==> config.mk <==
export PLATFORM = sky130hd
export DESIGN_NAME = multi_song_reader
export DESIGN_NICKNAME = d
export VERILOG_FILES = /design/src/rtl/multi_song_reader.sv
export SDC_FILE = /design/constraint.sdc
export NUM_CORES = 1
export LEC_CHECK = 0
export ABC_AREA = 1
export CORE_MARGIN = 5
export CORE_UTILIZATION = 50
export CTS_CLUSTER_SIZE = 12
export DETAILED_ROUTE_END_ITERATION = 10
export GPL_TIMING_DRIVEN = 0
export PLACE_DENSITY = 0.88
export SETUP_SLACK_MARGIN = 0.5
export SYNTH_ARGS = -nofsm -noshare
export SYNTH_HDL_FRONTEND = slang
export SYNTH_SLANG_ARGS = --single-unit
==> constraint.sdc <==
create_clock -name clk -period 3.1 [get_ports clk]
set_clock_uncertainty 0.2 [all_clocks]
set_input_delay 0.62 -clock clk [delete_from_list [all_inputs] [get_ports clk]]
set_output_delay 0.62 -clock clk [all_outputs]
set_load 0.02 [all_outputs]
==> src/rtl/multi_song_reader.sv <==
// ---------------------------------------------------------------------------
// multi_song_reader
//
// Song sequencer that walks an external note ROM one song region at a time.
// Each ROM word is {note, duration}; a zero duration marks the end of a song.
// Every accepted note is handed to the note player as registered note and
// duration values with a one-cycle new_note pulse. The reader then waits for
// the player's note_done before it fetches the next word.
//
// Ports
//   clk        system clock, all logic on the rising edge
//   reset      synchronous, active-high
//   play       level: 1 = run, 0 = pause (never truncates a playing note)
//   song       selected song; a change aborts the current song cleanly
//   loop_en    1 = restart the song at its end instead of stopping
//   note_done  pulse from the player: current note finished
//   rom_addr   {cur_song, index}, registered
//   rom_data   {note, duration}, valid one cycle after rom_addr
//   note       current note, registered
//   duration   current duration, registered
//   new_note   one-cycle pulse, note/duration valid
//   song_done  one-cycle pulse at the end of a song
//   cur_song   song currently being read
//   index      current note index within the song
// ---------------------------------------------------------------------------
module multi_song_reader #(
  parameter int SONG_W = 2,
  parameter int IDX_W  = 5,
  parameter int NOTE_W = 6,
  parameter int DUR_W  = 6
) (
  input  logic                      clk,
  input  logic                      reset,
  input  logic                      play,
  input  logic [SONG_W-1:0]         song,
  input  logic                      loop_en,
  input  logic                      note_done,
  output logic [SONG_W+IDX_W-1:0]   rom_addr,
  input  logic [NOTE_W+DUR_W-1:0]   rom_data,
  output logic [NOTE_W-1:0]         note,
  output logic [DUR_W-1:0]          duration,
  output logic                      new_note,
  output logic                      song_done,
  output logic [SONG_W-1:0]         cur_song,
  output logic [IDX_W-1:0]          index
);

  typedef enum logic [2:0] {
    S_PAUSED,
    S_FETCH,
    S_DECODE,
    S_WAIT_DONE,
    S_DONE
  } state_t;

  localparam logic [IDX_W-1:0] IDX_ZERO = '0;
  localparam logic [IDX_W-1:0] IDX_ONE  = {{(IDX_W-1){1'b0}}, 1'b1};
  localparam logic [IDX_W-1:0] IDX_MAX  = '1;

  state_t state;

  // Split of the ROM word as it arrives during DECODE.
  logic [NOTE_W-1:0] rom_note;
  logic [DUR_W-1:0]  rom_dur;
  assign rom_note = rom_data[NOTE_W+DUR_W-1:DUR_W];
  assign rom_dur  = rom_data[DUR_W-1:0];

  // note_done is ignored in the cycle that announces the note. Without this,
  // a stale pulse from the previous note could skip the note just issued.
  logic done_accept;
  assign done_accept = (state == S_WAIT_DONE) && note_done && !new_note;

  // End of song: either the zero-duration sentinel or the last slot of the
  // song region finishing. The index never wraps through overflow.
  logic at_end;
  assign at_end = ((state == S_DECODE) && (rom_dur == '0)) ||
                  (done_accept && (index == IDX_MAX));

  logic song_change;
  assign song_change = (song != cur_song);

  // NOTE: all state below is updated with non-blocking assignments so every
  // branch sees the pre-edge values of state, index and cur_song; blocking
  // assignments here would leak updated values into later decisions.
  always_ff @(posedge clk) begin
    if (reset) begin
      state     <= S_PAUSED;
      cur_song  <= song;
      index     <= IDX_ZERO;
      rom_addr  <= '0;
      note      <= '0;
      duration  <= '0;
      new_note  <= 1'b0;
      song_done <= 1'b0;
    end else begin
      // Pulses default low and are raised only in the cycle that needs them.
      new_note  <= 1'b0;
      song_done <= 1'b0;

      if (song_change) begin
        // Abort: any ROM read in flight belongs to the old song and is never
        // decoded because the state restarts at FETCH or PAUSED.
        cur_song <= song;
        index    <= IDX_ZERO;
        note     <= '0;
        duration <= '0;
        if (play) begin
          state    <= S_FETCH;
          rom_addr <= {song, IDX_ZERO};
        end else begin
          state <= S_PAUSED;
        end
      end else if (at_end) begin
        song_done <= 1'b1;
        index     <= IDX_ZERO;
        if (!loop_en) begin
          state <= S_DONE;
        end else if (play) begin
          state    <= S_FETCH;
          rom_addr <= {cur_song, IDX_ZERO};
        end else begin
          state <= S_PAUSED;
        end
      end else begin
        unique case (state)
          S_PAUSED: begin
            if (play) begin
              state    <= S_FETCH;
              rom_addr <= {cur_song, index};
            end
          end

          // The ROM registers rom_addr on this edge; its data is valid
          // throughout DECODE.
          S_FETCH: state <= S_DECODE;

          // A zero duration is taken by at_end above, so the word here is
          // always a real note.
          S_DECODE: begin
            note     <= rom_note;
            duration <= rom_dur;
            new_note <= 1'b1;
            state    <= S_WAIT_DONE;
          end

          // The player is allowed to finish the note even when play is low.
          // Only the next fetch is held back, and it waits in PAUSED.
          S_WAIT_DONE: begin
            if (done_accept) begin
              index <= index + IDX_ONE;
              if (play) begin
                state    <= S_FETCH;
                rom_addr <= {cur_song, index + IDX_ONE};
              end else begin
                state <= S_PAUSED;
              end
            end
          end

          // Idle until reset or a song change. note and duration hold.
          S_DONE: state <= S_DONE;

          default: state <= S_PAUSED;
        endcase
      end
    end
  end

endmodule
==> flow_summary.yaml <==
floorplanning:
  ios: 47
  die_y_um: 65.4
  dieArea_um2: 4280
  rows: 20
  die_w_um: 65.4
  initial_core_util_pct: 51.1
  coreArea_um2: 3000
cts:
  cts_tree: "built"
  postCtsSetupBuffers: 0
  cts.sinks: 31
  ctsLongestPathBuffers: 2
  clkLatencyLatePin_ns: 0.34
  root_buffer: "clkbuf_4"
  clkTransAtPathRegs_ns: 0.08
  cts.htree.levels: 2
  cts_resized: 0
  cts_hold_repair.buffers: 0
  cts-buffers-inserted: 5
logic_synthesis:
  postSynthAreaPerCell_um2: 7.27
  synth-seq-cells: 31
  syn_area_um2: 1530
  syn_nets: 232
  synth_warnings: 0
  synthDistinctLibCells: 31
  syn-instance-count: 211
  ys_seq_area_share_pct: 41.8
sta:
  worst-slew-pin-transition_ns: 0.494
  tns_ns: 0
  setup_violations: 0
  rsz0062_at_grt: "false"
  slew_headroom_pct: 67.0
  min_period_over_period_pct: 76.9
  finalMaxSlewViolations: 0
  fmax_mhz: 419
  hold_violations: 0
  fin_ws_ns: 0.715
  min_period_ns: 2.38
global_route:
  grt-ovfl-total: 0
  use_met1_pct: 21.9
  use_met2_pct: 29.7
  grt_max_degree: 12
  grt_pass1_wl_um: 5980
  grt_usage_pct: 17.9
  first_global_vias: 1395
  met3_usage_pct: 5.13
  grt_busiest_layer: "met2"
  antenna_found_initial: 0
layout:
  finalNetCount: 285
  multi_input_area_um2: 811
  layout_common_cells: "nand2_1 (53), clkdlybuf4s50_1 (46), nor2_1 (30), dfxtp_1 (29), nand3_1 (26)"
  drive_gt1_share_pct: 8.71
  area_growth_pct: 35.6
  layout_commonest_cell: "nand2_1"
  n_fill_cell: 263
  antenna_cells: 0
  ff_latch_area_um2: 641
place:
  pre_cts_slack_ns: 0.379
  gp_congestion: 0.799
  io_buffers: 46
  dp_hpwl_um: 2720
route:
  vias_per_cell: 5.13
  drtPass1Iterations: 4
  drc: 0
  drt_wl_total_um: 3500
  vias: 1523
  wire_per_inst_um: 11.8
  drt-initial-drc-count: 71
  postRouteAntennaNets: 0
critical_path:
  crit_path_top_delay_cell: "clkdlybuf4s50_1"
  crit_buf_inv: 3
  crit_chain: "clkdlybuf4s50_1 -> inv_1 -> nand2_1 -> nand2_1 -> nor2_2 -> nand3_2 -> inv_2 -> nor2_1 -> nor2_4 -> nand3_1 -> nand2_1 -> nor2_1"
  crit_arrival_ns: 2.41
  end_kind: "flop"
  crit_top_cell: "nand2_1"
  crit_family: "simple AND/OR/NAND/NOR gates"
  crit_type: "in2reg"
  cp_slowest_stage_delay_ns: 0.53
  critPathMaxFanout: 8
  worstPathRequired_ns: 3.13
  cp-start-kind: "primary input"
power_and_ir_drop:
  peakVddDrop_uv: 246
  leakage_nw: 0.839
  power_w: 0.000838
  powerDensity_nw_per_um2: 403
run_status:
  status: "completed"
run:
  drv_cap: 0
min_path:
  hold_path_class: "reg2reg"
==> per-stage QoR <==
step                      hold slack, ns  utilization, %  instance area (um2)  instances
final                              0.262            69.3                 2080        297
after detailed placement           0.250            67.8                 2040        290
after CTS                          0.264            69.3                 2080        297
after global routing               0.292            69.3                 2080        297
after floorplan                    0.336               -                 1530        211
after global placement             0.247            67.8                 2040        290
==> worst min-delay path: cells and delay by family, from the launching register on <==
kind	cells	cell delay, ns
simple gates	1	0.06
flops	1	0.31
compound gates	1	0.05
==> path summary, 6_finish.rpt <==
check | cells past startpoint | startpoint | slack, ns | end
worst max register to register | 9 | index[0] | 0.90 | duration[1]
worst max-delay path | 12 | song[1] | 0.72 | rom_addr[4]
worst min register to register | 2 | duration[3] | 0.26 | duration[3]
worst min-delay path | 2 | duration[3] | 0.26 | duration[3]
==> registers in the layout, indices dropped and copies added, names as in the netlist <==
register,flops
cur_song,2
index,5
note,6
song_done,1
new_note,1
state,3
duration,6
rom_addr,7
==> layout make-up <==
class | count | share of cell area, %
Buffer | 4 | 0.902
Clock buffer | 7 | 2.16
Inverter | 17 | 3.07
Multi-Input combinational cell | 159 | 39.0
Sequential cell | 31 | 30.8
Tap cell | 33 | 1.98
Timing Repair Buffer | 46 | 22.1
==> metal layers <==
| metal | routed length [um] | vias to the layer above |
|---|---|---|
| met5 | 0 | - |
| met1 | 1620 | 688 |
| met3 | 133 | 5 |
| li1 | - | 799 |
| met2 | 1680 | 31 |
| met4 | 63 | 0 |
==> Yosys cell counts <==
cell type,instances,share of area [%]
inv_1,13,3.2
ha_1,2,1.6
inv_2,3,0.73
or2_2,3,1.2
xnor2_1,2,1.1
nand2_2,2,0.82
nand3_4,1,1.1
nand4_1,3,1.2
nor2_2,1,0.41
a22oi_1,1,0.49
nand3_2,1,0.65
and3_1,1,0.41
nor2_1,30,7.3
xor2_1,2,1.1
nor3_1,1,0.33
a21oi_1,18,5.9
edfxtp_1,2,3.9
clkinv_1,1,0.24
o21ai_0,2,0.65
buf_4,1,0.49
dfxtp_1,29,38
buf_1,1,0.24
nor4_1,1,0.41
a221oi_1,2,1.1
nor2_4,3,2.2
o211a_1,1,0.65
nand3_1,26,8.5
nor3_4,1,1.1
nand2_4,2,1.5
clkbuf_1,2,0.49
nand2_1,53,13
==> logic make-up (layout without fill, tap and decap cells) <==
kind of cell    after synthesis  count (layout)  synth area share (%)
compound gates               24              24                  8.81
buf+inv                      21              74                  5.38
fa+ha+maj                     2               2                  1.63
xor+xnor                      4               4                  2.28
simple gates                129             129                  40.1
flops                        31              31                  41.8
==> where the power goes <==
group | switching [W] | leakage [nW] | internal, W
sequential | 0.0000130 | 0.256 | 0.000421
clock | 0.000128 | 0.0254 | 0.0000853
combinational | 0.000106 | 0.558 | 0.0000848
(Power assumes the default switching activity.)
